`src/rtl/fifo_wr_arbiter_pkg.sv`:
```
// Shared types and default constants for the FIFO write arbiter.
// The arbiter grants one of several producers access to a single FIFO write port.
package fifo_wr_arbiter_pkg;

    localparam int DEF_FIFO_WIDTH = 16;
    localparam int DEF_NUM_REQ    = 4;
    localparam int DEF_MAX_BURST  = 4;

    typedef enum logic [1:0] {
        ARB   = 2'd0,
        BURST = 2'd1,
        HOLD  = 2'd2
    } state_e;

endpackage

```
`src/rtl/fifo_wr_arbiter_rr_picker.sv`:
```
// Combinational round-robin picker.
// The search starts at the producer after last_grant and finds the first set request.
module rr_picker
    import fifo_wr_arbiter_pkg::*;
#(
    parameter int NUM_REQ = DEF_NUM_REQ
) (
    input  logic [NUM_REQ-1:0]         req,
    input  logic [$clog2(NUM_REQ)-1:0] last_grant,
    output logic [$clog2(NUM_REQ)-1:0] winner,
    output logic                       found
);

    localparam int IDX_W = $clog2(NUM_REQ);

    logic [IDX_W-1:0] idx;

    // NOTE: every output of a combinational block gets a default before any branch, so no latch is inferred.
    always_comb begin
        winner = '0;
        found  = 1'b0;
        idx    = '0;
        for (int off = 1; off <= NUM_REQ; off++) begin
            idx = IDX_W'((int'(last_grant) + off) % NUM_REQ);
            if (!found && req[idx]) begin
                found  = 1'b1;
                winner = idx;
            end
        end
    end

endmodule

```
`src/rtl/fifo_wr_arbiter.sv`:
```
// Round-robin burst arbiter in front of a FIFO write port.
// One producer holds the grant for up to MAX_BURST beats, and it stalls in HOLD while the FIFO is full.
module fifo_wr_arbiter
    import fifo_wr_arbiter_pkg::*;
#(
    parameter int FIFO_WIDTH = DEF_FIFO_WIDTH,
    parameter int NUM_REQ    = DEF_NUM_REQ,
    parameter int MAX_BURST  = DEF_MAX_BURST
) (
    input  logic                          clk,
    input  logic                          rst_n,
    input  logic [NUM_REQ-1:0]            req_valid,
    input  logic [NUM_REQ*FIFO_WIDTH-1:0] req_data,
    output logic [NUM_REQ-1:0]            req_ready,
    output logic [FIFO_WIDTH-1:0]         data_in,
    output logic                          wr_en,
    input  logic                          full,
    input  logic                          almostfull,
    input  logic                          wr_ack,
    input  logic                          overflow,
    output logic [$clog2(NUM_REQ)-1:0]    grant_id,
    output logic [7:0]                    ovf_cnt,
    output logic [15:0]                   ack_cnt
);

    localparam int IDX_W  = $clog2(NUM_REQ);
    localparam int BEAT_W = $clog2(MAX_BURST + 1);
    localparam logic [BEAT_W-1:0] LAST_BEAT = BEAT_W'(MAX_BURST - 1);

    state_e             state_q, state_d;
    logic [IDX_W-1:0]   grant_q, grant_d;
    logic [IDX_W-1:0]   last_grant_q, last_grant_d;
    logic [BEAT_W-1:0]  beat_q, beat_d;
    logic [7:0]         ovf_q, ovf_d;
    logic [15:0]        ack_q, ack_d;

    logic [IDX_W-1:0]   pick_id;
    logic               pick_found;
    logic               grant_valid;
    logic               almostfull_unused;

    // almostfull is only a hint for the FIFO's own full check; arbitration ignores it.
    assign almostfull_unused = almostfull;

    rr_picker #(.NUM_REQ(NUM_REQ)) u_rr_picker (
        .req        (req_valid),
        .last_grant (last_grant_q),
        .winner     (pick_id),
        .found      (pick_found)
    );

    assign grant_valid = req_valid[grant_q];

    always_comb begin
        state_d      = state_q;
        grant_d      = grant_q;
        last_grant_d = last_grant_q;
        beat_d       = beat_q;
        req_ready    = '0;
        wr_en        = 1'b0;
        data_in      = '0;

        unique case (state_q)
            ARB: begin
                if (pick_found && !full) begin
                    grant_d = pick_id;
                    beat_d  = '0;
                    state_d = BURST;
                end
            end
            BURST: begin
                req_ready[grant_q] = !full;
                if (grant_valid && !full) begin
                    wr_en   = 1'b1;
                    data_in = req_data[grant_q*FIFO_WIDTH +: FIFO_WIDTH];
                    beat_d  = beat_q + 1'b1;
                end
                // A completed burst or a dropped request wins over a full stall.
                if ((wr_en && beat_q == LAST_BEAT) || !grant_valid) begin
                    state_d      = ARB;
                    last_grant_d = grant_q;
                end else if (full) begin
                    state_d = HOLD;
                end
            end
            HOLD: begin
                if (!grant_valid) begin
                    state_d      = ARB;
                    last_grant_d = grant_q;
                end else if (!full) begin
                    state_d = BURST;
                end
            end
            default: state_d = ARB;
        endcase
    end

    always_comb begin
        ovf_d = (overflow && ovf_q != 8'hFF) ? ovf_q + 8'd1 : ovf_q;
        ack_d = wr_ack ? ack_q + 16'd1 : ack_q;
    end

    // NOTE: sequential state uses non-blocking assignments so every flop samples pre-edge values.
    always_ff @(posedge clk or negedge rst_n) begin
        if (!rst_n) begin
            state_q      <= ARB;
            grant_q      <= '0;
            last_grant_q <= IDX_W'(NUM_REQ - 1);
            beat_q       <= '0;
            ovf_q        <= '0;
            ack_q        <= '0;
        end else begin
            state_q      <= state_d;
            grant_q      <= grant_d;
            last_grant_q <= last_grant_d;
            beat_q       <= beat_d;
            ovf_q        <= ovf_d;
            ack_q        <= ack_d;
        end
    end

    assign grant_id = grant_q;
    assign ovf_cnt  = ovf_q;
    assign ack_cnt  = ack_q;

endmodule

```
`config.mk`:
```
export PLATFORM = sky130hd
export DESIGN_NAME = fifo_wr_arbiter
export DESIGN_NICKNAME = d
export VERILOG_FILES = /design/src/rtl/fifo_wr_arbiter_pkg.sv /design/src/rtl/fifo_wr_arbiter_rr_picker.sv /design/src/rtl/fifo_wr_arbiter.sv
export SDC_FILE = /design/constraint.sdc
export NUM_CORES = 1
export LEC_CHECK = 0
export CAP_MARGIN = 15
export CORE_MARGIN = 2
export CORE_UTILIZATION = 26
export CTS_CLUSTER_DIAMETER = 120
export CTS_CLUSTER_SIZE = 25
export DETAILED_ROUTE_END_ITERATION = 8
export SETUP_SLACK_MARGIN = 0.02
export SYNTH_ARGS = -nofsm -noshare
export SYNTH_HDL_FRONTEND = slang
export SYNTH_SLANG_ARGS = --single-unit
export TNS_END_PERCENT = 30
```
`constraint.sdc`:
```
create_clock -name clk -period 1.51 [get_ports clk]
set_input_delay 0.151 -clock clk [delete_from_list [all_inputs] [get_ports clk]]
set_output_delay 0.151 -clock clk [all_outputs]
set_load 0.005 [all_outputs]
```
* Word-level counts from Yosys, hierarchy flattened *
Index checks and enable logic that the tools add are counted.
W data, S select, Z words.

cells by class
  bitwise gates (word level) = 1
  $add $sub $neg = 7
  shift-type cells = 1
  equality and inequality tests = 10
  reductions and logical operators = 21
  muxes and demuxes = 38
  magnitude comparators = 6

operators by type and width
  cell                     count
  $shiftx A64 B7 Y16       1
  $mux W16                 2
  $mux W2                  11
  $add A16 B1 Y16 const B  1
  $lt A2 B3 Y1 const B     5
  $mux W1                  13
  $bmux W1 S2              5
  $reduce_and A3 Y1        3
  $add A8 B1 Y8 const B    1
  $logic_and A1 B1 Y1      8
  $ne A2 B2 Y1 const B     4
  $ne A8 B8 Y1 const B     1
  $mux W3                  2
  $ne A3 B3 Y1 const B     2
  $pmux W2 S3              1
  $pmux W3 S2              1
  $logic_not A1 Y1         5
  $add A2 B1 Y2 const B    2
  $add A2 B2 Y2 const B    2
  $and A4 B4 Y4            1
  $mux W4                  1
  $pmux W2 S2              1
  $reduce_bool A2 Y1       2
  $add A3 B1 Y3 const B    1
  8 further kinds          8

storage, ports and cells
  flip-flop bits (word level) = 33
  word-level logic and storage cells = 90
  input bits = 74
  output and inout port bits = 47

* Longest topological paths before layout *
Gate-level depths: netlist of run 1.

  depth in word-level cells = 16
  gate-level depth with buffers = 6
  gate-level depth less buffers = 6

* By module *
Synthesis of run 1 repeated with hierarchy kept, for this count alone.

unflattened totals
  cell total of the unflattened synthesis = 206
  area, all modules = 2263.4 µm²

by module, submodules not included
  module           sequential area each (µm²)  area an instance (µm²)  times used  cells an instance
  fifo_wr_arbiter  828.3                       2172.1                  1           192
  rr_picker        0.0                         91.3                    1           14

* Worst setup path after synthesis of run 1 *
OpenSTA, ideal clock, no wires.

  kind = reg-to-reg
  start point = reg grant_q[1] (netlist: grant_id[1])
  end point = reg beat_q[0]
  clock period less this slack = 1.671 ns
  buffers on the path = 0
  data arrival time = 1.544 ns
  data required time = 1.382 ns
  library setup time = 0.128 ns
  cell stages (with the launch flop) = 5
  setup slack = -0.161 ns
  cell sequence = dfrtp_1 -> mux2_4 -> mux2_2 -> o21ai_4 -> mux2_1

between the ends
  cells in the longest elaborated chain, start to end = 5

RTL lines
  what                                RTL line                text
  start: declaration                  fifo_wr_arbiter.sv:31   logic [IDX_W-1:0] grant_q, grant_d;
  start signal: assignment            fifo_wr_arbiter.sv:114  grant_q <= grant_d;
  $bmux W1 S2                         fifo_wr_arbiter.sv:52   assign grant_valid = req_valid[grant_q];
  $mux W1 (implied by the code)       fifo_wr_arbiter.sv:52
  $logic_and A1 B1 Y1                 fifo_wr_arbiter.sv:73   if (grant_valid && !full) begin
  $ne A2 B2 Y1 (no source line)       n/a
  $reduce_and A3 Y1 (no source line)  n/a
  end signal: assignment              fifo_wr_arbiter.sv:116  beat_q <= beat_d;
  end: declaration                    fifo_wr_arbiter.sv:33   logic [BEAT_W-1:0] beat_q, beat_d;

Every way passes these cells. The select of a mux whose other input is x is not followed.
A chain may end at the register's enable or synchronous reset.

* Final worst setup path of run 1 *
  start point = reg grant_q[1] (netlist: grant_id[1])
  end point = out data_in[11]

between the ends
  cells in the longest elaborated chain, start to end = 5
  elaborated cells between the ends (all ways) = 6
  those cells by class = shift: 1; mux: 4; reduce/logical: 1

RTL lines
  what                                                        RTL line               text
  branches (longest 3 deep; another with $shiftx A64 B7 Y16)  n/a
  $mux W16 *                                                  fifo_wr_arbiter.sv:73
  $mux W16 *                                                  fifo_wr_arbiter.sv:63  unique case (state_q)
  end: declaration                                            fifo_wr_arbiter.sv:15  output logic [FIFO_WIDTH-1:0] data_in,

Every way passes the cells marked *. The select of a mux whose other input is x is not followed.

==> results.py, run 1 <==
metrics = {
    "outcome": {
        "outcome": "finished with violations",
        "violations": "setup timing",
    },
    "final_layout": {
        "n_antenna_cell": 0,
        "post-route-util": 0.4917,
        "stdcell_area_mm2": 0.004060,
        "drive_gt1_frac": 0.3242,
        "syn_to_final_growth_pct": 82.30,
        "fin_nets": 445,
        "num-fill-cells": 760,
    },
    "synthesis": {
        "syn_nets": 280,
        "yosysTopAreaCell": "dfrtp_1",
        "synth-seq-cells": 33,
        "synthCells": 198,
        "synth_top_cell_area_share": 0.3483,
        "ys_warn_count": 0,
        "synth_seq_area_share": 0.3719,
        "ys_types": 37,
        "yosys-top-cells-area": "dfrtp_1, mux4_2, xnor2_1",
        "syn_avg_cell_area_um2": 11.25,
        "syn_area_mm2": 0.002227,
    },
    "timing": {
        "maxSlewViolCount": 0,
        "clock.fmax_mhz": 517.8,
        "hold_viol": 0,
        "rsz0062_at_grt": "yes",
        "max_slew_margin": 0.7744,
        "post-route-min-period_ps": 1931,
        "worst_pin_slew_ps": 335.9,
        "finClkSkew_ps": 4.288,
        "finalSetupViolations": 28,
        "hold-worst-slack_ps": 231.3,
        "fin_ws_ps": -421.2,
        "period_share": 1.279,
    },
    "route": {
        "ant_nets": 0,
        "wl_per_cell_um": 14.77,
        "drt_iter0_markers": 66,
        "vias": 2193,
        "vias_per_cell": 4.676,
        "postRouteWirelength_mm": 6.927,
        "remaining_drc_errors": 0,
        "drtPass1Iterations": 4,
    },
    "pwr": {
        "seq_power_share": 0.257,
        "vdd_ir_drop_max_mv": 0.8729,
        "clkPwrFrac": 0.108,
        "pwr-share-comb": 0.635,
        "powerDensity_mw_per_mm2": 1451,
        "p_sw_mw": 2.043,
        "leakage_nw": 1.749,
        "p_int_mw": 3.846,
        "p_sw_frac": 0.3469,
    },
    "worst_setup_path": {
        "critical_path_arrival_ps": 1780,
        "crit_fanout": 5,
        "cp_data_required_time_ps": 1360,
        "endpoint_kind": "output pin",
        "cp-start-kind": "flop",
        "setup.worst_path.class": "reg2out",
        "reg2reg_slack_ps": -340,
    },
    "cts": {
        "cts_hold_buf": 0,
        "path_clk_slew_ps": 70,
        "numCtsBuffers": 5,
        "clock-sinks": 33,
        "ctsRootBufferMaster": "clkbuf_8",
        "cts_tree": "yes",
        "insertion_delay_ps": 280,
        "clockBufferDepth": 2,
        "h-tree-depth": 2,
    },
    "floorplan": {
        "die_area_mm2": 0.009322,
        "rows": 33,
        "die_height_um": 96.55,
        "coreArea_mm2": 0.008258,
        "die_w_um": 96.55,
        "pin_count": 121,
        "start_util": 0.2697,
    },
    "place": {
        "placed_area_mm2": 0.003857,
        "dp_hpwl_mm": 5.353,
        "routabilityCongestion": 0.7317,
        "io_buffers": 119,
        "dp_slack_ps": -534.1,
    },
    "min_path": {
        "hold_class": "in2async",
    },
    "grt": {
        "grt_max_degree": 34,
        "grt-ovfl-total": 0,
        "grt_pass1_wl_mm": 10.77,
        "grt_use_total": 0.1490,
        "antenna_found_initial": 0,
        "first_global_vias": 2234,
    },
    "flow_run": {
        "maxCapViolCount": 0,
    },
}
placed cells by master (no fill, tap or decap), types with 4 or more instances in the layout:
| cell type | count |
|---|---|
| buf_12 | 5 |
| nor2_1 | 9 |
| xor2_1 | 7 |
| nand3_1 | 9 |
| inv_1 | 7 |
| nand2b_1 | 4 |
| dfrtp_1 | 29 |
| mux2i_1 | 4 |
| buf_4 | 29 |
| mux2_1 | 5 |
| buf_6 | 10 |
| nor3_1 | 5 |
| xnor2_1 | 15 |
| mux2_4 | 4 |
| clkdlybuf4s50_1 | 96 |
| ha_1 | 5 |
| buf_2 | 18 |
| clkbuf_8 | 5 |
| nand4_1 | 7 |
| nor2b_1 | 14 |
| nand2_1 | 11 |
| nor3_2 | 4 |
| mux4_2 | 16 |
| a21oi_1 | 5 |
per-stage QoR:
stage          std cells  setup TNS (ps)  power (mW)
2_1_floorplan        198          -345.7       3.265
3_3_place_gp         456          -12130       4.908
3_5_place_dp         456          -12700       4.955
4_1_cts              471           -9391       5.925
5_1_grt              469          -10010       6.362
6_report             469           -7987       5.889
cell type report:
class	instances	area, um2	area share
Timing Repair Buffer	163	1526	0.3760
Multi-Input combinational cell	151	1451	0.3575
Sequential cell	33	830.8	0.2046
Tap cell	105	131.4	0.03236
Clock buffer	5	68.82	0.01695
Inverter	9	33.78	0.008321
Clock inverter	3	17.52	0.004314
worst max-delay path, cell delays in order, from the launching register on:
cell	delay, ps
dfrtp_2	430
mux2_4	300
mux2_4	300
nand2b_4	90
buf_12	110
buf_12	100
nor2b_1	40
buf_2	120
path summary, 6_finish.rpt:
check | from | end | cells past startpoint
min in group clk | ack_cnt[15] | ack_cnt[15] | 1
hold / removal | rst_n | ack_cnt[3] | 2
hold reg to reg | ack_cnt[15] | ack_cnt[15] | 1
setup / recovery | grant_id[1] | data_in[11] | 7
max in group asynchronous | rst_n | last_grant_q[0] | 2
setup reg to reg | grant_id[1] | beat_q[0] | 6
Yosys cell counts:
| cell | instances |
|---|---|
| o21ai_2 | 1 |
| xnor2_1 | 15 |
| nand4_1 | 7 |
| mux2_4 | 2 |
| nor3b_1 | 1 |
| and3_1 | 2 |
| mux2_2 | 2 |
| nor3_1 | 9 |
| nand2b_2 | 1 |
| inv_1 | 7 |
| dfrtp_1 | 31 |
| clkbuf_1 | 2 |
| mux2i_1 | 5 |
| a2bb2oi_1 | 1 |
| nand2b_1 | 5 |
| mux2_1 | 6 |
| buf_4 | 2 |
| inv_2 | 1 |
| xor2_1 | 7 |
| nor2b_1 | 16 |
| dfstp_2 | 2 |
| mux4_2 | 16 |
| a21bo_1 | 1 |
| buf_2 | 1 |
| clkinv_1 | 1 |
| a31oi_1 | 2 |
| nor4_1 | 1 |
| o21ai_1 | 3 |
| o21ai_4 | 1 |
| nand3_1 | 9 |
| nand2_1 | 12 |
| nor2_1 | 9 |
| and4_1 | 2 |
| a211oi_2 | 1 |
| nor4b_1 | 1 |
| a21oi_1 | 5 |
| ha_1 | 8 |
power by group through the flow:
stage / clock network, mW / logic [mW] / registers (mW)
after floorplan: 0 / 1.73 / 1.54
after global placement: 0 / 3.40 / 1.51
after detailed placement: 0 / 3.44 / 1.52
after CTS: 0.672 / 3.74 / 1.51
after global routing: 0.714 / 4.09 / 1.56
final: 0.636 / 3.74 / 1.51
layer usage:
| metal | GRT usage | wire (um) | vias up |
|---|---|---|---|
| li1 | - | - | 1050 |
| met1 | 0.1555 | 2595 | 1035 |
| met2 | 0.2917 | 3454 | 100 |
| met3 | 0.04034 | 797 | 8 |
| met4 | 0.03756 | 80 | 0 |
| met5 | 0 | 0 | - |
registers in the layout (all words and copies together) (netlist names):
| name | count |
|---|---|
| ack_cnt | 16 |
| grant_id | 2 |
| state_q | 2 |
| ovf_cnt | 8 |
| last_grant_q | 2 |
| beat_q | 3 |
timing repair:
item	CTS	global route
pin swaps	0	2
cloned	2	0
endpoints found under the setup margin	31	31
resized for setup	102	15
buffers inserted	6	1
logic make-up (layout without fill, tap and decap cells):
kind of cell | Yosys count | count (layout) | share of synthesized area
compound gates | 15 | 15 | 0.04887
xor+xnor | 22 | 22 | 0.08652
fa+ha+maj | 8 | 8 | 0.04495
buf+inv | 14 | 180 | 0.02752
flops | 33 | 33 | 0.3719
mux | 31 | 31 | 0.2382
simple gates | 75 | 75 | 0.1820
Note: power is estimated with default switching activity, not from simulation.
==> inputs of run 2 (changes only) <==
--- a/config.mk
+++ b/config.mk
@@ -5,7 +5,7 @@
 export SDC_FILE = /design/constraint.sdc
 export NUM_CORES = 1
 export LEC_CHECK = 0
-export CAP_MARGIN = 15
+export CAP_MARGIN = 20
 export CORE_MARGIN = 2
 export CORE_UTILIZATION = 26
 export CTS_CLUSTER_DIAMETER = 120
==> results of run 2 <==
The final DEF is identical to that of run 1; final timing and power are the same.
==> inputs of run 3 (changes only) <==
==> constraint.sdc (replaced) <==
create_clock -name clk -period 1.51 [get_ports clk]
set_input_delay 0.302 -clock clk [delete_from_list [all_inputs] [get_ports clk]]
set_output_delay 0.302 -clock clk [all_outputs]
set_load 0.005 [all_outputs]
==> run 3 against run 2 <==
Compared with the run above: the run still ends with setup timing left; fmax decreased by 6.3%; via count up 1.0%; critical path depth shrank 1; count of clock-buffer cells in the layout increased by 1; sequential power is essentially flat; utilization is 0.64 points higher; wire length grew 3.8%; setup slack lost 130 ps; power is 0.46% higher; largest power group unchanged; highest routed layer unchanged.
==> results.py, run 3 (synthesized netlist as in run 1, its figures left out) <==
metrics = {
    "final_layout": {
        "drive_gt1_frac": 0.3450,
        "syn_to_final_growth_pct": 84.66,
        "n_antenna_cell": 0,
        "largest_reg_flops": 16,
        "num-fill-cells": 760,
        "fin_nets": 452,
        "layoutNonFillerInstCount": 476,
        "mostFrequentLayoutCells": "clkdlybuf4s50_1, dlygate4sd2_1, buf_4",
        "layout_commonest_cell": "clkdlybuf4s50_1",
        "post-route-util": 0.4980,
    },
    "floorplan": {
        "coreArea_mm2": 0.008258,
        "rows": 33,
        "start_util": 0.2697,
        "pin_count": 121,
        "die_area_mm2": 0.009322,
        "die_height_um": 96.55,
        "die_w_um": 96.55,
    },
    "place": {
        "dp_slack_ps": -809.5,
        "routabilityCongestion": 0.7687,
        "placedCellCount": 451,
        "io_buffers": 119,
        "dp_hpwl_mm": 5.377,
    },
    "grt": {
        "first_global_vias": 2179,
        "grt_max_degree": 34,
        "grt_pass1_wl_mm": 10.99,
        "grt-ovfl-total": 0,
        "grt_use_total": 0.1524,
        "antenna_found_initial": 0,
    },
    "worst_setup_path": {
        "endpoint_kind": "output pin",
        "crit_fanout": 4,
        "path_common_cell": "mux2_4",
        "critPathTopFamily": "multiplexers",
        "critPathBufInv": 2,
        "cp_data_required_time_ps": 1210,
        "critical_path_arrival_ps": 1760,
        "cp-start-kind": "flop",
        "cp_slowest_stage_delay_ps": 440,
        "setup.worst_path.class": "reg2out",
        "cp_cell_sequence": "mux2_4 -> mux2_4 -> nand2b_4 -> buf_6 -> nor2b_1 -> buf_2",
        "slowest_stage": "dfrtp_2",
    },
    "cts": {
        "path_clk_slew_ps": 70,
        "cts_tree": "yes",
        "numCtsBuffers": 5,
        "h-tree-depth": 2,
        "insertion_delay_ps": 270,
        "cts_hold_buf": 0,
        "ctsRootBufferMaster": "clkbuf_8",
        "clockBufferDepth": 2,
        "clock-sinks": 33,
    },
    "route": {
        "drt_iter0_markers": 31,
        "vias": 2215,
        "postRouteWirelength_mm": 7.190,
        "vias_per_cell": 4.653,
        "ant_nets": 0,
        "remaining_drc_errors": 0,
        "wl_per_cell_um": 15.11,
        "drtPass1Iterations": 4,
    },
    "timing": {
        "hold-worst-slack_ps": 394.2,
        "setup_tns_ps": -10630,
        "clock.fmax_mhz": 485.2,
        "hold_viol": 0,
        "worst_pin_slew_ps": 281.3,
        "period_share": 1.365,
        "max_slew_margin": 0.8098,
        "maxSlewViolCount": 0,
        "finClkSkew_ps": 4.656,
        "rsz0062_at_grt": "yes",
        "post-route-min-period_ps": 2061,
        "finalSetupViolations": 29,
        "fin_ws_ps": -550.8,
    },
    "pwr": {
        "powerDensity_mw_per_mm2": 1439,
        "vdd_ir_drop_max_mv": 0.7771,
        "leakage_nw": 1.878,
    },
    "outcome": {
        "outcome": "finished with violations",
        "violations": "setup timing",
    },
    "min_path": {
        "hold_class": "in2async",
    },
    "flow_run": {
        "maxCapViolCount": 0,
    },
}
run 3: changes by cell type in the layout (fill, tap and decap cells not counted), moves of 3 or more:
cell | before | now
dfrtp_2 | 2 | 5
dlygate4sd2_1 | 2 | 28
dfrtp_1 | 29 | 26
buf_6 | 10 | 20
clkdlybuf4s50_1 | 96 | 69
run 3: power by group:
part           switching (mW)  leakage [nW]  internal, mW
clock                   0.302        0.0450         0.319
sequential              0.304         0.415          1.22
combinational            1.48          1.42          2.29
total                    2.09          1.88          3.83
run 3: final timing paths:
check	startpoint	endpoint	slack (ps)	cells after the start
worst max-delay path	grant_id[1]	data_in[9]	-550	6
worst min-delay path	rst_n	ack_cnt[3]	390	2
worst max register to register	grant_id[1]	beat_q[0]	-310	5
worst min register to register	ack_cnt[15]	ack_cnt[15]	460	1
max in group asynchronous	rst_n	last_grant_q[0]	870	2
min in group clk	ack_cnt[15]	ack_cnt[15]	460	1
run 3: per-layer routing:
layer	vias to the layer above	track usage	wire (um)
met2	102	0.2766	3527
met1	1036	0.1797	2851
met4	0	0.03991	119
met5	-	0	0
li1	1067	-	-
met3	10	0.03646	692
run 3: worst register-to-register path, cell delays in order, from the launching register on:
cell,delay [ps]
dfrtp_2,440
mux2_4,310
mux2_4,330
buf_4,170
o21ai_4,130
mux2_4,310
run 3: what timing repair did:
item,4_1_cts,5_1_grt
gates cloned,2,0
setup buffers,13,2
setup endpoints to repair,56,32
pin swaps,1,1
resized for setup,149,13
run 3: through the flow:
stage	power (mW)	instance area, um2
3_5_place_dp	4.900	3812
4_1_cts	5.876	4041
3_3_place_gp	4.853	3812
2_1_floorplan	3.291	2255
5_1_grt	6.402	4113
6_report	5.916	4113
run 3: final cells by class:
type,instances,area [um2],share of cell area
sequential,33,834.6,0.2029
clock inverter,2,10.01,0.002434
tap,105,131.4,0.03194
timing repair buffer,168,1536,0.3736
inverter,9,33.78,0.008214
clock buffer,6,72.57,0.01765
multi-input combinational,153,1494,0.3632
==> RTL change 1: new RTL, settings of run 3 <==
Put one more register stage on the output `ovf_cnt`, with the module's reset. The value now appears one clock later. The other outputs are not delayed to match.
--- a/src/rtl/fifo_wr_arbiter.sv
+++ b/src/rtl/fifo_wr_arbiter.sv
@@ -122,3 +122,9 @@
     assign grant_id = grant_q;
-    assign ovf_cnt  = ovf_q;
+    always_ff @(posedge clk or negedge rst_n) begin
+        if (!rst_n) begin
+            ovf_cnt <= '0;
+        end else begin
+            ovf_cnt <= ovf_q;
+        end
+    end
     assign ack_cnt  = ack_q;
Formal check against the unedited RTL: not equivalent (a bounded check fails within 4 cycles, from zero or initial values and one cycle with rst_n low).
==> RTL change 1 against run 3 <==
- the run still ends with negative setup slack left
- synthesized cell count grew 3.5%
- sequential cell count increased by 8
- critical endpoint is now data_in[12]
- routed wire length is 4.4% higher
- die area is 9.1% higher
- cell area up 8.0%
- core utilization down 1.3 points
- power increased by 15%
- area after synthesis grew 9.5%
- worst setup slack worse by 25 ps
- cell count rose by 4.8%
==> RTL change 1: results <==
group,metric,value,unit
placed_design,dp_cells,466,
grt,grt_usage,0.146,
critical_path,setup.worst_path.start,"grant_id[0]",
finish,layout-drive-gt1-share,0.353,
placed_design,gp_congestion,0.732,
run_status,violations,"negative setup slack",
critical_path,critical_path.top_delay_family,"buffers and inverters",
route,viasPerCell,4.75,
synthesis,synth_area_leaders,"dfrtp_1 40%, mux4_2 15%, xnor2_1 5.0%, nor2b_1 4.4%, ha_1 4.1%",
route,drt-total-wl,7510,um
pwr,power_leakage,2.02,nW
timing,timing.final.ws_setup,-576,ps
placed_design,place_ws,-821,ps
grt,grt_pass1_wl,11700,um
pwr,vdd_drop_max,0.831,mV
synthesis,ys_types,40,
critical_path,cpMaxStageDelayCell,"mux4_2",
hold_path,min_path_type,"flop to flop",
route,wl_per_cell,15.0,um
timing,tns,-11820,ps
critical_path,cp_max_fo,6,
synthesis,avgSynthCellArea,11.9,um2
run_status,status,"finished with violations",
placed_design,dp_hpwl,5520,um
timing,setup_violations,29,
-- RTL change 1: cell count changes in the layout (fill, tap and decap cells not counted), sizes merged, moves of 2 or more --
cell	change
buf	+8
dfrtp	+8
dlygate4sd2	-8
clkdlybuf4s50	+6
nand2	-4
clkdlybuf4s15	+3
nand4	+3
nor3	-3
a21oi	+2
and2	+2
clkinv	-2
nand3	-2
nor2	-2
-- RTL change 1: layer usage --
layer  wire (um)  GRT usage
met1        2900      0.169
met2        3840      0.271
met3         691     0.0374
met4          80     0.0295
met5           0          0
-- RTL change 1: kinds of logic (layout without fill, tap and decap cells) --
logic type,Yosys count,in the layout,share of synthesized area
AND/OR/NAND/NOR,69,71,0.162
flip-flops,41,41,0.422
multiplexers,31,31,0.219
AO/OA/AOI/OAI,20,20,0.0570
XOR/XNOR,20,20,0.0718
buffers and inverters,16,197,0.0277
adder cells (fa/ha/maj),8,8,0.0410
-- RTL change 1: power by group --
part / switching [mW] / internal [mW] / total, mW
clock: 0.383 / 0.538 / 0.920
sequential: 0.342 / 1.53 / 1.88
combinational: 1.50 / 2.50 / 4.00
-- RTL change 1: how the worst min path moves through the flow --
stage	start	to	slack, ps	cells after the start
6_report	ovf_q[6]	ovf_cnt[6]	410	0
5_1_grt	ovf_q[6]	ovf_cnt[6]	430	0
4_1_cts	ovf_q[6]	ovf_cnt[6]	420	0
3_5_place_dp	rst_n	ack_cnt[8]	300	2
3_3_place_gp	rst_n	ack_cnt[8]	290	2
2_1_floorplan	rst_n	ack_cnt[0]	6	0
-- RTL change 1: worst reg2reg max path: stages, from the launching register on --
cell and delay [ps]:
dfrtp_1 430, mux2_4 320, mux2_4 340, buf_4 170, o21ai_4 130, mux2_1 320
-- RTL change 1: final cells by class --
class                   instances  area (um2)
well taps                     111         139
inverters                      10        37.5
clock buffers                   6        82.6
repair buffers                179        1660
multi-input cells             150        1450
flip-flops and latches         41        1030
fillers                       852        4710
clock inverters                 2        37.5
-- RTL change 1: what timing repair did --
item | CTS | global route
gates cloned | 3 | 0
resized for setup | 132 | 16
hold buffers | 1 | 0
endpoints found under the setup margin | 48 | 36
buffers inserted | 21 | 0
endpoints found under the hold margin | 39 | 0
pin swaps | 1 | 1
==> RTL change 2: new RTL, settings of run 3 <==
Made on the original files. Change the package constant `DEF_FIFO_WIDTH` from 16 to 20.
--- a/src/rtl/fifo_wr_arbiter_pkg.sv
+++ b/src/rtl/fifo_wr_arbiter_pkg.sv
@@ -4,3 +4,3 @@
 
-    localparam int DEF_FIFO_WIDTH = 16;
+    localparam int DEF_FIFO_WIDTH = 20;
     localparam int DEF_NUM_REQ    = 4;
Ports: changed (resized data_in and req_data); port bits go from 121 to 141. No check against the original RTL was run, so the function may have changed too.
==> RTL change 2 against run 3 <==
- the flow still finishes with violations (negative setup slack)
- cell count increased by 9.9%
- worst hold slack worse by 15 ps
- via count up 12%
- cell area is 9.3% higher
- area after synthesis is 5.4% higher
- sequential cell count is the same
- count of clock-buffer cells in the layout is 2 higher
- register-to-register slack worse by 70 ps
- power grew 7.3%
- worst setup slack worse by 81 ps
- maximum frequency is 3.8% lower
- routed wire length is 17% higher
- sequential power increased by 3%
- critical endpoint is now data_in[16]
- largest cell class unchanged
==> RTL change 2: results <==
group,metric,value,unit
synthesis,synthTopCellsByCount,"31 x dfrtp_1, 21 x nor2b_1, 20 x mux4_2, 14 x nand2_1, 14 x xnor2_1",
critical_path,cp.arrival,1840,ps
synthesis,netlist_instances,210,
grt,grt_pass1_wl,13200,um
timing,setup_violations,33,
route,viasPerCell,4.73,
finish,layout-drive-gt1-share,0.370,
timing,slew_viol_final,0,
critical_path,cp_max_fo,5,
route,drt-total-wl,8450,um
route,drt-pass1-iter-count,4,
synthesis,synth_area_leaders,"dfrtp_1 33%, mux4_2 19%, nor2b_1 5.6%, xnor2_1 5.2%, ha_1 4.3%",
finish,fin_nets,510,
grt,grt_use_met1,0.191,
run_status,violations,"negative setup slack",
route,route.met3.wl,597,um
grt,grt_use_met3,0.0369,
synthesis,yosys_most_used_dff,"dfrtp_1",
clock_tree,ctsResizeCount,153,
floorplan,core,8720,um2
placed_design,portBuffers,139,
critical_path,setup.worst_path.start,"grant_id[1]",
critical_path,rr_worst_depth,6,
synthesis,synth-seq-area-share,0.353,
timing,whs,379,ps
timing,tns,-15130,ps
grt,grt_max_degree,34,
critical_path,r2r_end,"beat_q[0]",
route,met2_length,4330,um
placed_design,gp_congestion,0.913,
grt,antenna_found_initial,2,
synthesis,synth_fp_nets,308,
route,drt_iter0_drc,26,
timing,timing.final.ws_setup,-632,ps
hold_path,min_path_type,"input pin to async pin",
route,num_vias,2475,
clock_tree,cts_setup_buffers,20,
grt,grt_usage,0.170,
timing,relSlewSlack,0.831,
critical_path,reg2reg_slack,-380,ps
grt,grt_pass1_vias,2613,
route,met1_length,3340,um
pwr,power_leakage,2.08,nW
grt,grt_use_met2,0.316,
placed_design,dp_hpwl,6360,um
finish,area_growth_syn_to_layout,91.4,%
placed_design,dp_cells,486,
timing,clock_skew,5.35,ps
placed_design,place_area,4130,um2
pwr,vdd_drop_max,0.830,mV
finish,largest_reg_flops,16,
placed_design,place_ws,-928,ps
critical_path,critPathCapture,"data_in[16]",
clock_tree,cts.path.max_buffers,2,
synthesis,ys_types,35,
run_status,status,"finished with violations",
finish,num-fill-cells,788,
==> RTL change 2: power breakdown <==
part           switching [mW]  internal, mW  total (mW)  leakage [nW]
logic                    1.52          2.59        4.12          1.62
registers               0.350          1.21        1.56         0.417
clock network           0.298         0.371       0.669        0.0455
==> RTL change 2: kinds of logic after synthesis <==
kind of cell,after synthesis,synth area share
and+or+nand+nor,79,0.183
muxes,35,0.264
DFF,33,0.353
xor gates and xnor gates,21,0.0783
AOI/OAI and AO/OA,17,0.0463
buffers and inverters,17,0.0330
adders and majority gates,8,0.0426
==> RTL change 2: critical path, stage by stage, from the launching register on <==
cell and delay (ps):
dfrtp_2 440, mux2_4 310, mux2_4 290, nand2b_4 120, buf_6 130, buf_6 100
nor2b_1 40, buf_2 130
==> RTL change 2: layout make-up <==
type / count / area share
Timing Repair Buffer: 203 / 0.414
Tap cell: 108 / 0.0301
Inverter: 9 / 0.00751
Sequential cell: 33 / 0.186
Clock buffer: 8 / 0.0200
Antenna cell: 2 / 0.00111
Multi-Input combinational cell: 160 / 0.341
